File: src/rtl/imem_pkg.sv
// Shared constants, mode encoding and byte-to-word index macro for the instruction-memory arbiter.
package imem_pkg;

    localparam int DEFAULT_DEPTH        = 256;
    localparam int DEFAULT_ADDR_W       = 8;
    localparam int DEFAULT_STARVE_LIMIT = 4;

    typedef enum logic [1:0] {
        IDLE = 2'd0,
        LOAD = 2'd1,
        RUN  = 2'd2
    } state_e;

endpackage

`ifndef IMEM_BYTE2WORD
// Word index of a byte address; bits above the memory range and the byte offset are dropped.
`define IMEM_BYTE2WORD(addr, aw) addr[(aw)+1:2]
`endif

File: src/rtl/imem_arbiter_if.sv
// Loader, fetch, debug and memory-port signals of the instruction-memory arbiter.
interface imem_arbiter_if #(
    parameter int ADDR_W = imem_pkg::DEFAULT_ADDR_W
);
    logic              load_start;
    logic              load_valid;
    logic [31:0]       load_data;
    logic              load_last;
    logic              load_ready;
    logic              fetch_req;
    logic [31:0]       fetch_addr;
    logic              fetch_grant;
    logic              fetch_valid;
    logic [31:0]       fetch_instr;
    logic              dbg_req;
    logic [31:0]       dbg_addr;
    logic              dbg_grant;
    logic              dbg_valid;
    logic [31:0]       dbg_data;
    logic              mem_we;
    logic [ADDR_W-1:0] mem_addr;
    logic [31:0]       mem_wdata;
    logic [31:0]       mem_rdata;

    modport slave (
        input  load_start, load_valid, load_data, load_last,
        input  fetch_req, fetch_addr, dbg_req, dbg_addr, mem_rdata,
        output load_ready, fetch_grant, fetch_valid, fetch_instr,
        output dbg_grant, dbg_valid, dbg_data, mem_we, mem_addr, mem_wdata
    );

    modport master (
        output load_start, load_valid, load_data, load_last,
        output fetch_req, fetch_addr, dbg_req, dbg_addr, mem_rdata,
        input  load_ready, fetch_grant, fetch_valid, fetch_instr,
        input  dbg_grant, dbg_valid, dbg_data, mem_we, mem_addr, mem_wdata
    );
endinterface

File: src/rtl/imem_rr_starve.sv
// Fetch/debug priority picker: fetch wins unless debug has lost STARVE_LIMIT cycles in a row.
module imem_rr_starve import imem_pkg::*; #(
    parameter int STARVE_LIMIT = DEFAULT_STARVE_LIMIT
) (
    input  logic clk,
    input  logic rst_n,
    input  logic en,
    input  logic fetch_req,
    input  logic dbg_req,
    output logic fetch_grant,
    output logic dbg_grant
);
    localparam int CNT_W = $clog2(STARVE_LIMIT + 1);

    logic [CNT_W-1:0] cnt_q, cnt_d;

    // NOTE: every always_comb output gets a default first so no path can infer a latch.
    always_comb begin
        dbg_grant   = en & dbg_req & ((cnt_q == CNT_W'(STARVE_LIMIT)) | ~fetch_req);
        fetch_grant = en & fetch_req & ~dbg_grant;
        cnt_d       = '0;
        if (en && dbg_req && !dbg_grant) cnt_d = cnt_q + 1'b1;
    end

    // NOTE: flops use non-blocking assignments so every register samples pre-edge values.
    always_ff @(posedge clk or negedge rst_n) begin
        if (!rst_n) cnt_q <= '0;
        else        cnt_q <= cnt_d;
    end
endmodule

File: src/rtl/imem_arbiter.sv
// Single-port instruction-memory arbiter with IDLE/LOAD/RUN mode FSM.
// Optional debug read port enabled by defining IMEM_DBG_PORT_EN.
module imem_arbiter import imem_pkg::*; #(
    parameter int DEPTH  = DEFAULT_DEPTH,
    parameter int ADDR_W = DEFAULT_ADDR_W
`ifdef IMEM_DBG_PORT_EN
    , parameter int STARVE_LIMIT = DEFAULT_STARVE_LIMIT
`endif
) (
    input  logic           clk,
    input  logic           rst_n,
    imem_arbiter_if.slave  bus,
    output logic           cpu_run,
    output logic           load_overflow
);
    state_e            state_q, state_d;
    logic [ADDR_W-1:0] wptr_q, wptr_d;
    logic [ADDR_W-1:0] mem_addr_q, mem_addr_d;
    logic              overflow_q, overflow_d;
    logic              cpu_run_q, cpu_run_d;
    logic              fetch_valid_q;
    logic [31:0]       fetch_instr_q, fetch_instr_d;
    logic              run, load_acc, fetch_win, dbg_win;
    logic              unused_bits;

    assign run      = (state_q == RUN);
    assign load_acc = (state_q == LOAD) & bus.load_valid;

`ifdef IMEM_DBG_PORT_EN
    imem_rr_starve #(.STARVE_LIMIT(STARVE_LIMIT)) u_pick (
        .clk         (clk),
        .rst_n       (rst_n),
        .en          (run),
        .fetch_req   (bus.fetch_req),
        .dbg_req     (bus.dbg_req),
        .fetch_grant (fetch_win),
        .dbg_grant   (dbg_win)
    );
    assign unused_bits = ^{bus.fetch_addr[31:ADDR_W+2], bus.fetch_addr[1:0],
                           bus.dbg_addr[31:ADDR_W+2], bus.dbg_addr[1:0]};
`else
    assign fetch_win   = run & bus.fetch_req;
    assign dbg_win     = 1'b0;
    assign unused_bits = ^{bus.fetch_addr[31:ADDR_W+2], bus.fetch_addr[1:0],
                           bus.dbg_req, bus.dbg_addr};
`endif

    always_ff @(posedge clk or negedge rst_n) begin
        if (!rst_n) state_q <= IDLE;
        else        state_q <= state_d;
    end

    always_comb begin
        state_d    = state_q;
        wptr_d     = wptr_q;
        overflow_d = overflow_q;
        unique case (state_q)
            IDLE: state_d = IDLE;
            LOAD: begin
                if (load_acc) begin
                    wptr_d = wptr_q + 1'b1;
                    if (bus.load_last) begin
                        state_d = RUN;
                    end else if (wptr_q == ADDR_W'(DEPTH - 1)) begin
                        state_d    = RUN;
                        overflow_d = 1'b1;
                    end
                end
            end
            RUN:     state_d = RUN;
            default: state_d = IDLE;
        endcase
        // A (re)load always restarts the image at word 0, from any mode.
        if (bus.load_start) begin
            state_d = LOAD;
            wptr_d  = '0;
        end
    end

    always_comb begin
        bus.load_ready  = (state_q == LOAD);
        bus.mem_we      = load_acc;
        bus.mem_wdata   = '0;
        bus.fetch_grant = fetch_win;
        bus.dbg_grant   = dbg_win;
        mem_addr_d      = mem_addr_q;
        if (load_acc) begin
            mem_addr_d    = wptr_q;
            bus.mem_wdata = bus.load_data;
        end else if (fetch_win) begin
            mem_addr_d = `IMEM_BYTE2WORD(bus.fetch_addr, ADDR_W);
        end else if (dbg_win) begin
            mem_addr_d = `IMEM_BYTE2WORD(bus.dbg_addr, ADDR_W);
        end
        bus.mem_addr = mem_addr_d;
    end

    // cpu_run rises one cycle into RUN but falls in the very cycle after load_start.
    assign cpu_run_d     = run & (state_d == RUN);
    assign fetch_instr_d = fetch_win ? bus.mem_rdata : fetch_instr_q;

    always_ff @(posedge clk or negedge rst_n) begin
        if (!rst_n) begin
            wptr_q        <= '0;
            mem_addr_q    <= '0;
            overflow_q    <= 1'b0;
            cpu_run_q     <= 1'b0;
            fetch_valid_q <= 1'b0;
            fetch_instr_q <= '0;
        end else begin
            wptr_q        <= wptr_d;
            mem_addr_q    <= mem_addr_d;
            overflow_q    <= overflow_d;
            cpu_run_q     <= cpu_run_d;
            fetch_valid_q <= fetch_win;
            fetch_instr_q <= fetch_instr_d;
        end
    end

    assign cpu_run         = cpu_run_q;
    assign load_overflow   = overflow_q;
    assign bus.fetch_valid = fetch_valid_q;
    assign bus.fetch_instr = fetch_instr_q;

`ifdef IMEM_DBG_PORT_EN
    logic        dbg_valid_q;
    logic [31:0] dbg_data_q, dbg_data_d;

    assign dbg_data_d = dbg_win ? bus.mem_rdata : dbg_data_q;

    always_ff @(posedge clk or negedge rst_n) begin
        if (!rst_n) begin
            dbg_valid_q <= 1'b0;
            dbg_data_q  <= '0;
        end else begin
            dbg_valid_q <= dbg_win;
            dbg_data_q  <= dbg_data_d;
        end
    end

    assign bus.dbg_valid = dbg_valid_q;
    assign bus.dbg_data  = dbg_data_q;
`else
    assign bus.dbg_valid = 1'b0;
    assign bus.dbg_data  = '0;
`endif
endmodule

File: src/flat_wrapper.sv
// flat-port wrapper written by rule: the top's interface ports become plain ports
module imem_arbiter_flat import imem_pkg::*;
#(
    parameter int DEPTH  = DEFAULT_DEPTH,
    parameter int ADDR_W = DEFAULT_ADDR_W

)
  (clk, rst_n, cpu_run, load_overflow, bus_load_start, bus_load_valid, bus_load_data, bus_load_last, bus_fetch_req, bus_fetch_addr, bus_dbg_req, bus_dbg_addr, bus_mem_rdata, bus_load_ready, bus_fetch_grant, bus_fetch_valid, bus_fetch_instr, bus_dbg_grant, bus_dbg_valid, bus_dbg_data, bus_mem_we, bus_mem_addr, bus_mem_wdata);
  imem_arbiter_if #(.ADDR_W(ADDR_W)) bus_i ();
  input  logic clk;
  input  logic rst_n;
  output logic cpu_run;
  output logic load_overflow;
  input wire logic [$bits(bus_i.load_start)-1:0] bus_load_start;
  input wire logic [$bits(bus_i.load_valid)-1:0] bus_load_valid;
  input wire logic [$bits(bus_i.load_data)-1:0] bus_load_data;
  input wire logic [$bits(bus_i.load_last)-1:0] bus_load_last;
  input wire logic [$bits(bus_i.fetch_req)-1:0] bus_fetch_req;
  input wire logic [$bits(bus_i.fetch_addr)-1:0] bus_fetch_addr;
  input wire logic [$bits(bus_i.dbg_req)-1:0] bus_dbg_req;
  input wire logic [$bits(bus_i.dbg_addr)-1:0] bus_dbg_addr;
  input wire logic [$bits(bus_i.mem_rdata)-1:0] bus_mem_rdata;
  output wire logic [$bits(bus_i.load_ready)-1:0] bus_load_ready;
  output wire logic [$bits(bus_i.fetch_grant)-1:0] bus_fetch_grant;
  output wire logic [$bits(bus_i.fetch_valid)-1:0] bus_fetch_valid;
  output wire logic [$bits(bus_i.fetch_instr)-1:0] bus_fetch_instr;
  output wire logic [$bits(bus_i.dbg_grant)-1:0] bus_dbg_grant;
  output wire logic [$bits(bus_i.dbg_valid)-1:0] bus_dbg_valid;
  output wire logic [$bits(bus_i.dbg_data)-1:0] bus_dbg_data;
  output wire logic [$bits(bus_i.mem_we)-1:0] bus_mem_we;
  output wire logic [$bits(bus_i.mem_addr)-1:0] bus_mem_addr;
  output wire logic [$bits(bus_i.mem_wdata)-1:0] bus_mem_wdata;
  assign bus_i.load_start = bus_load_start;
  assign bus_i.load_valid = bus_load_valid;
  assign bus_i.load_data = bus_load_data;
  assign bus_i.load_last = bus_load_last;
  assign bus_i.fetch_req = bus_fetch_req;
  assign bus_i.fetch_addr = bus_fetch_addr;
  assign bus_i.dbg_req = bus_dbg_req;
  assign bus_i.dbg_addr = bus_dbg_addr;
  assign bus_i.mem_rdata = bus_mem_rdata;
  assign bus_load_ready = bus_i.load_ready;
  assign bus_fetch_grant = bus_i.fetch_grant;
  assign bus_fetch_valid = bus_i.fetch_valid;
  assign bus_fetch_instr = bus_i.fetch_instr;
  assign bus_dbg_grant = bus_i.dbg_grant;
  assign bus_dbg_valid = bus_i.dbg_valid;
  assign bus_dbg_data = bus_i.dbg_data;
  assign bus_mem_we = bus_i.mem_we;
  assign bus_mem_addr = bus_i.mem_addr;
  assign bus_mem_wdata = bus_i.mem_wdata;
  imem_arbiter #(.DEPTH(DEPTH), .ADDR_W(ADDR_W)) u_core (.clk(clk), .rst_n(rst_n), .bus(bus_i), .cpu_run(cpu_run), .load_overflow(load_overflow));
endmodule
File: config.mk
export PLATFORM = sky130hd
export DESIGN_NAME = imem_arbiter_flat
export DESIGN_NICKNAME = d
export VERILOG_FILES = /design/src/rtl/imem_pkg.sv /design/src/rtl/imem_arbiter_if.sv /design/src/rtl/imem_rr_starve.sv /design/src/rtl/imem_arbiter.sv /design/src/flat_wrapper.sv
export SDC_FILE = /design/constraint.sdc
export NUM_CORES = 1
export LEC_CHECK = 0
export ABC_AREA = 0
export CAP_MARGIN = 20
export CORE_MARGIN = 5
export CORE_UTILIZATION = 28
export CTS_CLUSTER_SIZE = 10
export DETAILED_ROUTE_END_ITERATION = 10
export GPL_ROUTABILITY_DRIVEN = 1
export HOLD_SLACK_MARGIN = 0.1
export PLACE_DENSITY = 0.77
export RECOVER_POWER = 50
export SYNTH_ARGS = -nofsm -noshare
export SYNTH_HDL_FRONTEND = slang
export SYNTH_SLANG_ARGS = --single-unit
export TNS_END_PERCENT = 10
File: constraint.sdc
create_clock -name clk -period 1.8 [get_ports clk]
set_clock_uncertainty 0.05 [all_clocks]
set_input_delay 0.45 -clock clk [delete_from_list [all_inputs] [get_ports clk]]
set_output_delay 0.45 -clock clk [all_outputs]
set_load 0.05 [all_outputs]
==> results.md, run 1 <==
Synthesis:
- Of the total synthesized cell area, the portion taken by full adders, half adders and majority gates is 0.0140.
- The dominant cell type by area after synthesis is sky130_fd_sc_hd__dfrtp_1.
- For this run, the number of Yosys warnings is 0.
- The fraction of post-synthesis cell area in the top cell type by area is 0.493.
- The sequential-to-total area share from yosys stat is 0.493.
- The distinct cell type count after synthesis is 30.
- Of the total synthesized cell area, the portion taken by XOR and XNOR cells is 0.00652.
- The post-synthesis instance total is 242.
- Of the total synthesized cell area, the portion taken by AND, OR, NAND and NOR gates is 0.135.
- The average instance in the mapped netlist occupies 11.1 um^2.
- The post-synthesis compound-gate area fraction is 0.0554.
- By area the synthesized netlist is led by sky130_fd_sc_hd__dfrtp_1 (49%), sky130_fd_sc_hd__mux2_2 (13%), sky130_fd_sc_hd__buf_4 (10%).
- After synthesis the netlist holds a flip-flop and latch count of 53.
- After synthesis, the largest family of logic cells by area is multiplexers.
- Of the post-synthesis cell area, the part taken by muxes is 0.164.
- In this run the cell area of the synthesized design comes to 0.00269 mm^2.

Power and ir drop:
- Of the total power, registers draw 0.317.
- The net switching share of the total power is 0.414.
- The leakage power is 2.36 nW.
- The largest voltage drop on the vdd net is 0.000401 V.
- The design draws 4.76 mW.
- The fraction of power consumed by combinational cells is 0.507.
- The power density normalized to cell area is 909 mW/mm^2.
- The internal portion of total power is 2.79 mW.
- The share of total power dissipated in the clock network is 0.177.
- The net switching power of the design is 1.97 mW.

Global route:
- The number of antenna violations at the first check in global routing is 0.
- The first global-routing pass estimated 12600 um of wire.
- The leftover overflow at the end of global routing is 0.
- The number of global-route vias before repair was 2591.
- Entering global routing, the biggest net connects 35 pins.
- The global router's overall resource usage is 0.132.

Layout:
- The layout has 744 filler cells.
- The fraction of layout cells with a size suffix above 1 is 0.483.
- The net count of the finished layout is 545.
- The repair_antennas step left the layout with diodes totalling 0.
- The growth of design area from synthesis to finish is 94.8%.

Clocking:
- The H-tree was split into 2 levels.
- The clock reaches the later pin of the worst-skew pair after 0.30 ns.
- The root buffer cell is sky130_fd_sc_hd__clkbuf_8.
- TritonCTS built the clock tree.
- The clock passes through at most 2 buffers.
- In this run the post-CTS setup repair buffer count came out at 0.
- The total clock buffers created by CTS is 5.
- The clock sink total is 53.
- The clock edge transition at the registers on the reported setup and hold paths is 0.10 ns.

STA:
- The count of final max-slew check failures is 0.
- The transition time of the tightest slew-check pin is 0.528 ns.
- The final period demand of the worst path is 2.20 ns.
- The count of final hold-check violations is 0.
- On the final layout, the worst hold slack is 0.446 ns.
- Setup violations remaining at the end of the flow were counted as 52.
- Headroom to the max-slew limit came out at 0.648.
- The worst setup slack after layout is -0.405 ns.
- Setup repair after global routing could not meet its margin everywhere.
- Derived from the worst setup path, the maximum achievable clock frequency is 0.454 GHz.
- The final clock period utilization by the worst path is 1.22.

Floorplanning:
- The floorplan step defined a die boundary enclosing 0.0117 mm^2.
- The die is 108 um wide.
- The count of boundary I/O pins is 247.
- After floorplanning, the core was divided into 35 placement rows.
- The standard cell core area is 0.00928 mm^2.
- The effective utilization at floorplan is 0.289.
- Measured along the y axis, the die boundary spans 108 um.

Critical path:
- In this run the worst path has a maximum fanout of 10.
- The element type at the critical path start is a flop.
- The data arrival time of the worst path is 1.70 ns.
- The worst flop-to-flop path endpoint is u_core.bus.fetch_instr[4]$_DFFE_PN0P_.
- In this run the critical register-to-register path is launched from u_core.state_q[1]$_DFF_PN0_.
- For flop-to-flop paths, the worst setup slack is -0.01 ns.
- The critical path in this run is classified as reg2out.
- The endpoint type of the worst setup path is a primary output.
- The depth of the worst register-to-register path is 5.
- The data required time at the worst endpoint is 1.30 ns.

Routing:
- The routed layout has 2327 vias.
- In the routed design, unresolved DRC markers number 0.
- The per-cell via count in the routed design is 4.33.
- The first detailed-routing pass ran for 3 iterations.
- The routed design has 7820 um of wire.
- The remaining number of nets flagged by the antenna check after routing is 0.
- The post-detailed-route wirelength per cell is 14.6 um.
- After the first detailed-routing iteration, the DRC count stood at 67.

Run:
- The reported max-cap violation count is 0.

Min path:
- The hold-critical path depth is 1.
- The start point of the worst hold path is u_core.load_overflow$_DFFE_PN0P_.
- The tightest min-delay check is of the reg2reg type.
- The hold-critical path endpoint is u_core.load_overflow$_DFFE_PN0P_.

Outcome:
- The flow ran to the end, but the final reports show violations.
- The final reports fail on negative setup slack.

Placed design:
- The routability congestion estimate from global placement is 0.807.
- The count of input and output buffers is 155.
- Summed over all nets, the half-perimeter wirelength after detailed placement is 6440 um.
==> worst max path at each step <==
stage / from / endpoint / slack [ns] / cells after the start
floorplan: u_core.state_q[1]$_DFF_PN0_ / bus_mem_addr[0] / -0.23 / 7
global placement: bus_load_valid / bus_mem_addr[1] / -0.37 / 6
detailed placement: bus_load_valid / u_core.wptr_q[7]$_DFFE_PN0P_ / -0.44 / 6
CTS: u_core.state_q[1]$_DFF_PN0_ / bus_mem_addr[6] / -0.41 / 6
global route: u_core.state_q[0]$_DFF_PN0_ / bus_mem_addr[2] / -0.48 / 7
finish: u_core.state_q[1]$_DFF_PN0_ / bus_mem_addr[1] / -0.40 / 6
==> synthesized netlist by cell type <==
| library cell | instances |
|---|---|
| sky130_fd_sc_hd__nand4_4 | 1 |
| sky130_fd_sc_hd__buf_1 | 1 |
| sky130_fd_sc_hd__ha_1 | 3 |
| sky130_fd_sc_hd__conb_1 | 1 |
| sky130_fd_sc_hd__o21ai_0 | 2 |
| sky130_fd_sc_hd__xor2_1 | 1 |
| sky130_fd_sc_hd__xnor2_1 | 1 |
| sky130_fd_sc_hd__inv_1 | 7 |
| sky130_fd_sc_hd__nand2_1 | 8 |
| sky130_fd_sc_hd__buf_2 | 5 |
| sky130_fd_sc_hd__o21bai_1 | 1 |
| sky130_fd_sc_hd__and3_1 | 32 |
| sky130_fd_sc_hd__clkbuf_1 | 7 |
| sky130_fd_sc_hd__or3_2 | 1 |
| sky130_fd_sc_hd__a21oi_1 | 15 |
| sky130_fd_sc_hd__buf_4 | 36 |
| sky130_fd_sc_hd__nor2b_1 | 1 |
| sky130_fd_sc_hd__a21o_1 | 1 |
| sky130_fd_sc_hd__or4_4 | 1 |
| sky130_fd_sc_hd__mux2i_1 | 8 |
| sky130_fd_sc_hd__nand3_1 | 3 |
| sky130_fd_sc_hd__dfrtp_1 | 53 |
| sky130_fd_sc_hd__a41o_1 | 1 |
| sky130_fd_sc_hd__or4_1 | 3 |
| sky130_fd_sc_hd__nor2_1 | 11 |
| sky130_fd_sc_hd__mux2_2 | 32 |
| sky130_fd_sc_hd__a41oi_1 | 1 |
| sky130_fd_sc_hd__o31ai_1 | 3 |
| sky130_fd_sc_hd__or3_1 | 1 |
| sky130_fd_sc_hd__a21boi_0 | 1 |
==> sequential cells by signal, summed over array words and instances, names as in the netlist <==
name	flops
u_core.wptr_q	8
u_core.load_overflow	1
u_core.bus.fetch_instr	32
u_core.state_q	2
u_core.mem_addr_q	8
u_core.bus.fetch_valid	1
u_core.cpu_run	1
==> metrics by stage <==
| stage | setup slack (ns) | utilization | cell area [um^2] | instances | setup TNS (ns) |
|---|---|---|---|---|---|
| after floorplan | -0.227 | - | 2960 | 275 | -7.96 |
| after global placement | -0.372 | 0.524 | 4870 | 528 | -22.51 |
| after detailed placement | -0.440 | 0.524 | 4870 | 528 | -24.94 |
| after CTS | -0.411 | 0.560 | 5200 | 537 | -12.75 |
| after global routing | -0.480 | 0.564 | 5240 | 537 | -17.25 |
| final | -0.405 | 0.564 | 5240 | 537 | -12.32 |
==> cell usage in the layout, fill, tap and decap left out, types with 2 or more instances in the layout <==
cell type and count:
sky130_fd_sc_hd__clkdlybuf4s50_1 75, sky130_fd_sc_hd__nor2_2 2, sky130_fd_sc_hd__nand2_1 6, sky130_fd_sc_hd__mux2_2 32, sky130_fd_sc_hd__inv_2 2, sky130_fd_sc_hd__clkbuf_8 5
sky130_fd_sc_hd__conb_1 34, sky130_fd_sc_hd__o21ai_0 2, sky130_fd_sc_hd__and3_4 32, sky130_fd_sc_hd__mux2i_2 3, sky130_fd_sc_hd__inv_1 4, sky130_fd_sc_hd__mux2i_4 5
sky130_fd_sc_hd__o31ai_1 3, sky130_fd_sc_hd__or4_1 3, sky130_fd_sc_hd__a21oi_1 7, sky130_fd_sc_hd__nand3_1 3, sky130_fd_sc_hd__dfrtp_1 53, sky130_fd_sc_hd__buf_4 46
sky130_fd_sc_hd__buf_12 49, sky130_fd_sc_hd__nor2_1 9, sky130_fd_sc_hd__a21oi_4 8
==> metal layers <==
layer	vias to the layer above	track usage	part of all wire
li1	1094	-	-
met1	1103	0.148	0.37
met2	125	0.247	0.53
met3	5	0.0376	0.094
met4	0	0.0298	0.0079
met5	-	0	0
==> power by group through the flow <==
| stage | Sequential (mW) | Combinational [mW] | Clock [mW] |
|---|---|---|---|
| floorplan | 2.12 | 0.857 | 0 |
| global placement | 1.50 | 2.33 | 0 |
| detailed placement | 1.52 | 2.35 | 0 |
| CTS | 1.50 | 2.42 | 0.861 |
| global route | 1.53 | 2.51 | 0.912 |
| finish | 1.51 | 2.41 | 0.841 |
==> final cells by class <==
type / count / area [um^2] / share of cell area
clock buffers: 5 / 68.8 / 0.0131
clock inverters: 3 / 50.0 / 0.00956
inverters: 7 / 28.8 / 0.00550
multi-input cells: 166 / 1490 / 0.284
flip-flops and latches: 53 / 1330 / 0.253
well taps: 129 / 161 / 0.0308
repair buffers: 174 / 2110 / 0.403
==> critical path, cell delays in order, from the launching register on <==
cell	delay [ns]
sky130_fd_sc_hd__dfrtp_1	0.42
sky130_fd_sc_hd__ha_2	0.20
sky130_fd_sc_hd__nand2_2	0.08
sky130_fd_sc_hd__buf_12	0.16
sky130_fd_sc_hd__mux2i_2	0.27
sky130_fd_sc_hd__a21oi_4	0.10
sky130_fd_sc_hd__buf_12	0.15
==> cell families after synthesis <==
group | Yosys count
flip-flops | 53
adder cells (fa/ha/maj) | 3
buffers and inverters | 56
other | 1
XOR/XNOR | 2
multiplexers | 40
AND/OR/NAND/NOR | 62
AO/OA/AOI/OAI | 25
==> what timing repair did <==
action	4_1_cts	5_1_grt
pin swaps	0	12
hold buffers	1	0
gates cloned	0	0
endpoints found under the setup margin	55	76
hold endpoints to repair	19	0
gates resized for setup	46	6
No activity file was read; power rests on OpenSTA's default activity.
==> inputs of run 2 (changes only) <==
- ABC_AREA: 0 -> unset
==> results of run 2 <==
Final layout, timing and power as in run 1 (identical DEF).
==> inputs of run 3 (changes only) <==
- CAP_MARGIN: 20 -> 40
==> results of run 3 <==
Final layout, timing and power as in run 1 (identical DEF).
